$ cat config.mk
export PLATFORM = sky130hd
export DESIGN_NAME = ofs_plat_axi_almfull_sink_buf
export DESIGN_NICKNAME = d
export VERILOG_FILES = /design/src/rtl/ofs_plat_axi_almfull_sink_buf.sv
export SDC_FILE = /design/constraint.sdc
export NUM_CORES = 1
export LEC_CHECK = 0
export ABC_AREA = 1
export BUFFER_PORTS_ARGS = -buffer_cell sky130_fd_sc_hd__buf_2
export CORE_ASPECT_RATIO = 0.8
export CORE_UTILIZATION = 38
export CTS_CLUSTER_DIAMETER = 120
export CTS_CLUSTER_SIZE = 8
export DETAILED_ROUTE_END_ITERATION = 10
export REMOVE_ABC_BUFFERS = 1
export SLEW_MARGIN = 20
export SYNTH_ARGS = -nofsm -noshare
export SYNTH_HDL_FRONTEND = slang
export SYNTH_SLANG_ARGS = --single-unit
$ cat constraint.sdc
create_clock -name clk -period 7 [get_ports clk]
set_clock_uncertainty 0.05 [all_clocks]
set_input_delay 0.35 -clock clk [delete_from_list [all_inputs] [get_ports clk]]
set_output_delay 0.35 -clock clk [all_outputs]
set_load 0.02 [all_outputs]
$ cat src/rtl/ofs_plat_axi_almfull_sink_buf.sv
// ofs_plat_axi_almfull_sink_buf
//
// Receives one AXI-MM request channel (AW, W or AR) that uses the
// almost-full ready protocol. Upstream register stages forward valid
// without checking the current ready, so up to N_IN_FLIGHT beats can
// still arrive after ready drops. This block absorbs those beats in a
// FIFO. It presents a conventional first-word-fall-through ready/valid
// stream to the sink.
//
// Ports:
//   clk, reset_n   channel clock; asynchronous active-low reset
//   enq_valid      beat from the register pipeline (never gated here)
//   enq_data       beat payload
//   almfull_ready  registered almost-full ready toward the source
//   deq_valid      FIFO head valid
//   deq_data       FIFO head payload (don't-care while deq_valid=0)
//   deq_ready      downstream sink accepts the head
//   count          current occupancy, 0..DEPTH
//   overflow_err   sticky: a beat arrived with no room and was dropped
//
// Parameters:
//   N_DATA_BITS         payload width
//   N_IN_FLIGHT         beats that can arrive after ready is seen low
//   DEPTH               FIFO entries; power of 2, >= N_IN_FLIGHT+2
//   ASSERT_ON_OVERFLOW  raise a simulation error when overflow_err rises;
//                       clear it where a dropped beat is an expected event

module ofs_plat_axi_almfull_sink_buf #(
  parameter int unsigned N_DATA_BITS        = 64,
  parameter int unsigned N_IN_FLIGHT        = 2,
  parameter int unsigned DEPTH              = 8,
  parameter bit          ASSERT_ON_OVERFLOW = 1'b1
) (
  input  logic                         clk,
  input  logic                         reset_n,
  input  logic                         enq_valid,
  input  logic [N_DATA_BITS-1:0]       enq_data,
  output logic                         almfull_ready,
  output logic                         deq_valid,
  output logic [N_DATA_BITS-1:0]       deq_data,
  input  logic                         deq_ready,
  output logic [$clog2(DEPTH+1)-1:0]   count,
  output logic                         overflow_err
);

  localparam int unsigned AW = $clog2(DEPTH);
  localparam int unsigned CW = $clog2(DEPTH + 1);
  localparam logic [CW-1:0] DEPTH_C    = CW'(DEPTH);
  localparam logic [CW-1:0] IN_FLIGHT_C = CW'(N_IN_FLIGHT);

  generate
    if ((DEPTH & (DEPTH - 1)) != 0) begin : g_bad_depth_pow2
      $error("ofs_plat_axi_almfull_sink_buf: DEPTH must be a power of 2");
    end
    if (DEPTH < N_IN_FLIGHT + 2) begin : g_bad_depth_min
      $error("ofs_plat_axi_almfull_sink_buf: DEPTH must be >= N_IN_FLIGHT+2");
    end
  endgenerate

  logic [N_DATA_BITS-1:0] mem [DEPTH];
  logic [AW-1:0]          rd_ptr;
  logic [AW-1:0]          wr_ptr;

  logic          deq;
  logic          enq_ok;
  logic          drop;
  logic [CW-1:0] count_next;

  always_comb begin
    deq_valid  = (count != '0);
    deq_data   = mem[rd_ptr];
    deq        = deq_valid && deq_ready;
    // A full FIFO still accepts when the head leaves on the same edge.
    enq_ok     = enq_valid && ((count < DEPTH_C) || deq);
    drop       = enq_valid && !enq_ok;
    count_next = count + CW'(enq_ok) - CW'(deq);
  end

  always_ff @(posedge clk or negedge reset_n) begin
    if (!reset_n) begin
      rd_ptr        <= '0;
      wr_ptr        <= '0;
      count         <= '0;
      almfull_ready <= 1'b0;
      overflow_err  <= 1'b0;
    end else begin
      if (deq)    rd_ptr <= rd_ptr + AW'(1);
      if (enq_ok) wr_ptr <= wr_ptr + AW'(1);
      count <= count_next;
      // Computed from count_next so ready tracks the new occupancy
      // on the same edge, with no extra lag.
      almfull_ready <= ((DEPTH_C - count_next) > IN_FLIGHT_C);
      if (drop) overflow_err <= 1'b1;
    end
  end

  // Storage is not reset.
  always_ff @(posedge clk) begin
    if (enq_ok) mem[wr_ptr] <= enq_data;
  end

`ifndef SYNTHESIS
  always_ff @(posedge clk) begin
    if (reset_n) begin
      assert (!(ASSERT_ON_OVERFLOW && drop && !overflow_err))
        else $error("ofs_plat_axi_almfull_sink_buf: beat dropped, FIFO overflow");
      assert (!(deq_valid && $isunknown(deq_ready)))
        else $error("ofs_plat_axi_almfull_sink_buf: deq_ready unknown while deq_valid");
    end
  end
`endif

endmodule

==> run metrics, run 1 <==
I/O pins 139; ys flop type edfxtp_1; gate count after technology mapping 1672; Worst R2R Path Depth 18; flop-to-flop setup slack 3.67 ns; Worst Hold End rd_ptr[0]; CP cell instances inv_6 -> buf_4 -> o21ai_0 -> o21ai_1 -> nand2_1 -> nand2_1 -> buf_2; Yosys top cell by area edfxtp_1; final HPWL from detailed placement 23.8 mm; Post-Layout Cell Count 2595; Max-slew headroom -1.47%; number of global-route vias before repair 12967; Seq/Total Area, Yosys 75.6%; Highest Clock Rate 0.260 GHz; Worst path max stage delay 0.87 ns; initial core utilization 38.5%; fraction of layout cells with a size suffix above 1 13.7%; P_leak 8.74 nW; IO buf count 138; vias 13030; Slew Limit Fails 89; initial antenna violation count 4; Sw Share 37.0%; largest family of logic cells by synthesized area simple AND/OR/NAND/NOR gates; fin crit period 3.85 ns; adder-cell share of the synthesized area 0.640%; H-tree levels 3; PostCTS Resize Cnt 0; Crit Path Class flip-flop to output port; Via density 5.02; pwr dens 445 mW/mm^2; r2r endpoint almfull_ready; gr ovfl total 0; global-route wire length before repair 74.8 mm; First-pass DRT Iterations 5; top cells by area, synth edfxtp_1 74%, nor2_1 7.1%, o21ai_0 6.3%, nand2_1 4.0%, o21ai_1 3.0%; die height 211 microns; share of the synthesized area in the top cell type 74.2%; Req. time, crit path 6.60 ns; CP Max Fanout 93; most numerous cell on the critical path nand2_1; final net count 1956; RSZ-0062 raised after global routing false; crit path buf inv count 3; Post-DRT Antenna Nets 0; drt drc 0; Pwr Total 11.0 mW; clock tree buffer depth 3; CTS tree yes; mux cell area share after synthesis 0%; WHS Path Cells 3; status complete, but fails checks; min-delay src deq_ready; violated checks max-slew violations; crit start category flip-flop; Synth Area in XOR/XNOR 0.127%; Top delay family on crit path buffers and inverters; Net Switching 4.08 mW; Final period util 55.0%; Worst-Skew Late Latency 0.60 ns; total negative setup slack 0 ns; total CTS buffers 75; R2R Path Start count[2]; EDFF count, synth 512; clk slew on worst S/H paths 0.05 ns; compound-cell area share of the yosys netlist 9.39%; Synth warnings 0; placed cell count 2436; average wire per standard cell 18.7 microns; Sink Count 524; # setup viols final 0; Hold Vio Cnt, Final 0; Comb pwr share 34.4%; CTS Root Cell clkbuf_16; CP max stage cell buf_4; DR iter-0 viols 1037; row count 76; async set or reset register ratio after synthesis 2.29%; Cell Int Power 6.95 mW; chip width 263 microns; number of synthesized register bits 524; GRT Total Usage 17.7%; Min-Delay Path Class primary input to flip-flop; Worst Setup End Kind output port; Reg power frac 36.5%; routability cong. 0.725; distinct cell type count after synthesis 23; CP arrival 3.45 ns; core area 0.0538 sq mm; Tightest Pin Transition 1.52 ns; Simple-Gate Fraction of Synth Area 11.4%; Syn Area/Cell 12.4 sq um; die area 0.0555 sq mm; Max VDD drop 0.282 mV; Clock power frac 29.2%; Max-cap violations 0; WL final 48.6 mm; Synth Cell Area 0.0207 sq mm; Area growth syn-to-layout 19.5%; largest net degree at the start of global routing 229
-- cell type report --
type                    instances  area [sq um]
diodes                          2          5.00
clock buffers                  84          1950
clock inverters                 6          85.1
fillers                      4766         29000
inverters                      21          83.8
multi-input cells            1028          4520
flip-flops and latches        524         15700
well taps                     702           878
repair buffers                228          1560
-- routing by layer --
layer | wire [microns] | up-vias | GRT usage (%)
li1 | - | 6273 | -
met1 | 21900 | 6343 | 23.4
met2 | 23300 | 336 | 29.2
met3 | 2600 | 74 | 3.89
met4 | 803 | 4 | 5.20
met5 | 24 | - | 0
-- layout by cell type (no fill, tap or decap) --
cell type      Yosys  layout
nor3_2             0       8
clkbuf_16          0      77
o21ai_1          124     124
dlygate4sd3_1      0      66
buf_12             1       1
diode_2            0       2
bufinv_16          0       1
inv_2              1       1
o21ai_0          262     262
dfrtp_4            0       3
nand2_1          221     221
edfxtp_1         512     512
nand3_1            8       8
clkbuf_1          54       7
inv_1             20      19
a31o_2             1       1
a21oi_1            1       1
fa_1               1       1
ha_1               9       9
inv_6              0       5
inv_16             0       1
nor2_1           390     390
xor2_1             2       2
buf_2             16     138
dfrtp_1           12       9
buf_16             0       1
buf_4              9      22
xnor2_1            1       1
-- power groups by stage --
stage          combinational, mW  clock, mW  sequential [mW]
4_1_cts                     3.76       3.29             4.09
6_report                    3.79       3.22             4.02
5_1_grt                     4.25       3.41             4.05
2_1_floorplan               2.32          0             4.34
3_3_place_gp                3.67          0             4.13
3_5_place_dp                3.71          0             4.14
-- metrics by stage --
stage	worst slack (ns)	utilization, %	cell area (sq um)	hold WS (ns)
2_1_floorplan	-1.05	-	20200	0.00441
3_3_place_gp	3.37	41.0	22000	0.218
3_5_place_dp	3.34	41.0	22000	0.221
4_1_cts	2.70	46.0	24700	0.0433
5_1_grt	2.87	46.0	24800	0.0919
6_report	3.15	46.0	24800	0.0799
-- registers in the layout, indices dropped and copies added, names as in the netlist --
signal / cells
almfull_ready: 1
count: 4
mem: 512
wr_ptr: 3
overflow_err: 1
rd_ptr: 3
-- Yosys cell counts (2+ instances only) --
master / number
buf_2: 16
xor2_1: 2
nor3_1: 8
o21ai_1: 124
clkbuf_1: 54
buf_1: 12
buf_6: 6
inv_1: 20
nand3_1: 8
nand2_1: 221
ha_1: 9
buf_4: 9
nor2_1: 390
o21ai_0: 262
edfxtp_1: 512
dfrtp_1: 12
-- repair_timing --
item,in CTS,in global routing
setup buffers,0,0
hold buffers,66,0
endpoints found under the hold margin,525,0
-- worst max path at each step --
stage                     startpoint      endpoint  slack [ns]  depth (start not counted)
after floorplan            rd_ptr[0]  deq_data[18]       -1.05                          5
after global placement     rd_ptr[0]  deq_data[35]        3.37                          7
after detailed placement   rd_ptr[0]   deq_data[9]        3.34                          7
after CTS                  rd_ptr[0]   deq_data[9]        2.70                          7
after global routing       rd_ptr[0]  deq_data[61]        2.87                          7
final                      rd_ptr[0]   deq_data[9]        3.15                          7
-- logic make-up after synthesis --
kind of cell / count (synthesis)
xor+xnor: 3
flops: 524
buf+inv: 120
fa+ha+maj: 10
simple gates: 627
compound gates: 388
-- worst min-delay path, stage by stage --
cell	delay, ns
buf_2	0.10
nand2_1	0.16
xor2_1	0.09
(Power assumes the default switching activity.)
==> inputs of run 2 (changes only) <==
clock period = 4 ns   (was 7 ns; I/O delays follow)
==> run 2 against run 1 <==
The run now ends clean. Final cell count is 0.42% higher. Register-to-register slack got worse by 2.6 ns. Highest routed layer unchanged. Sequential cell count stayed put. Count of clock-buffer cells in the layout rose by 4. Power rose by 76%. Hold slack gained 0.27 ns. Die area unchanged.
==> run metrics, run 2 (same netlist as run 1, synthesis figures left out) <==
status finished, final reports clean (was complete, but fails checks); initial core utilization 38.5% (unchanged); drt drc 0 (unchanged); Crit Path Class flip-flop to output port (unchanged); hold_ws 0.352 ns (was 0.0799 ns); Net Switching 7.16 mW (was 4.08 mW); total negative setup slack 0 ns (unchanged); cts hold-fix bufs 69 (was 66); CTS Root Cell clkbuf_16 (unchanged); IO buf count 138 (unchanged); PostCTS Resize Cnt 0 (unchanged); Highest Clock Rate 0.324 GHz; I/O pins 139 (unchanged); FF+latch area 0.0157 sq mm (unchanged); Hold Vio Cnt, Final 0 (unchanged); final net count 1963 (was 1956); die height 211 microns (unchanged); Tightest Pin Transition 1.04 ns (was 1.52 ns); crit start category flip-flop (unchanged); Max-slew headroom 30.5% (was -1.47%); P_leak 8.78 nW (was 8.74 nW); M1 GR Usage 24.3% (was 23.4%); clock tree buffer depth 3 (unchanged); busiest layer in global routing met2 (unchanged); Reg with most FFs mem (unchanged); total CTS buffers 75 (unchanged); core area 0.0538 sq mm (unchanged); Via density 5.00 (was 5.02); Worst-Skew Late Latency 0.59 ns (was 0.60 ns); commonest non-fill, non-tap cells in the layout 512 x edfxtp_1, 390 x nor2_1, 262 x o21ai_0 (unchanged); final HPWL from detailed placement 23.1 mm (was 23.8 mm); Worst R2R Path Depth 19 (was 18); # setup viols final 0 (unchanged); Sink Count 524 (unchanged); Pwr Total 19.4 mW (was 11.0 mW); Cell Int Power 12.2 mW (was 6.95 mW); First-pass DRT Iterations 5 (unchanged); gr ovfl total 0 (unchanged); H-tree levels 3 (unchanged); Max VDD drop 0.453 mV (was 0.282 mV); Post-CTS Setup Inserts 0 (unchanged); Comb pwr share 34.5% (was 34.4%); max reg flops 512 (unchanged); Req. time, crit path 3.75 ns (was 6.60 ns); global-route wire length before repair 74.9 mm (was 74.8 mm); Reg power frac 36.4% (was 36.5%); placed cell area 0.0222 sq mm (was 0.0220 sq mm); CP Max Fanout 106 (was 93); DR iter-0 viols 822 (was 1037); Post-DRT Antenna Nets 0 (unchanged); WL final 48.5 mm (was 48.6 mm); vias 13024 (was 13030); fin crit period 3.09 ns; initial antenna violation count 3 (was 4); global routing usage on met3 3.72% (was 3.89%); Max-cap violations 0 (unchanged); multi-input logic area 0.00452 sq mm (unchanged); die area 0.0555 sq mm (unchanged); Final period util 77.2%; Area growth syn-to-layout 20.2% (was 19.5%); Sw Share 37.0% (about the same); pwr dens 777 mW/mm^2 (was 445 mW/mm^2); WHS Path Cells 2 (was 3); clk slew on worst S/H paths 0.05 ns (about the same); number of global-route vias before repair 12847 (was 12967); Slew Limit Fails 0 (was 89); CTS tree yes (unchanged); CP arrival 2.84 ns (was 3.45 ns); chip width 263 microns (unchanged); row count 76 (unchanged); largest net degree at the start of global routing 202 (was 229); average wire per standard cell 18.6 microns (was 18.7 microns); GRT Total Usage 17.7% (about the same); routability cong. 0.707 (was 0.725); Worst Setup End Kind output port (unchanged); fraction of layout cells with a size suffix above 1 13.8% (was 13.7%); Clock power frac 29.1% (was 29.2%); post-route cell area 0.0249 sq mm (was 0.0248 sq mm); commonest non-fill, non-tap cell in the layout edfxtp_1 (unchanged); Fillers 4798 (was 4766); RSZ-0062 raised after global routing false (unchanged); Min-Delay Path Class primary input to flip-flop (unchanged); biggest regs mem: 512 flops, count: 4 flops (unchanged); GR Util met2 28.2% (was 29.2%)
## run 2: cell types whose count changed in the layout (fill, tap and decap cells not counted), moves of 3 or more
| cell | change |
|---|---|
| buf_12 | +8 |
| clkbuf_1 | +5 |
| buf_4 | -3 |
| dlygate4sd3_1 | +3 |
## run 2: final timing paths
| check | slack [ns] | start | end |
|---|---|---|---|
| worst min-delay path | 0.35 | enq_data[5] | mem[7][5] |
| min in group asynchronous | 0.66 | reset_n | wr_ptr[0] |
| worst max-delay path | 0.91 | rd_ptr[1] | deq_data[21] |
| worst min register to register | 0.52 | wr_ptr[1] | wr_ptr[1] |
| worst max register to register | 1.03 | count[3] | almfull_ready |
| max in group asynchronous | 2.78 | reset_n | rd_ptr[0] |
## run 2: layout make-up
class / instances / share of cell area (%)
Inverter: 21 / 0.336
Sequential cell: 524 / 63.0
Tap cell: 702 / 3.53
Clock inverter: 6 / 0.372
Antenna cell: 2 / 0.0201
Multi-Input combinational cell: 1028 / 18.1
Clock buffer: 88 / 7.81
Timing Repair Buffer: 235 / 6.84
## run 2: routing by layer
layer	up-vias	routed length, microns
met5	-	13
met4	2	1040
met3	78	2580
met2	300	22400
met1	6335	22500
li1	6309	-
## run 2: worst max-delay path, cell delays in order (launching register included)
cell and delay (ns):
dfrtp_4 0.90, buf_12 0.43, o21ai_0 0.15, o21ai_0 0.20, nand2_1 0.08, nand2_1 0.18
buf_2 0.19
## run 2: stage by stage
| step | setup WS, ns | utilization, % | std cells |
|---|---|---|---|
| 6_report | 0.914 | 46.3 | 2606 |
| 5_1_grt | 0.700 | 46.3 | 2605 |
| 4_1_cts | 0.888 | 46.3 | 2604 |
| 3_5_place_dp | 1.05 | 41.2 | 2441 |
| 3_3_place_gp | 1.04 | 41.2 | 2441 |
| 2_1_floorplan | -3.90 | - | 1573 |
## run 2: power by group through the flow
stage / clock network (mW) / registers (mW) / logic, mW
floorplan: 0 / 7.59 / 4.06
global placement: 0 / 7.13 / 6.65
detailed placement: 0 / 7.15 / 6.72
CTS: 5.78 / 7.05 / 6.81
global route: 5.98 / 7.10 / 7.54
finish: 5.63 / 7.05 / 6.69
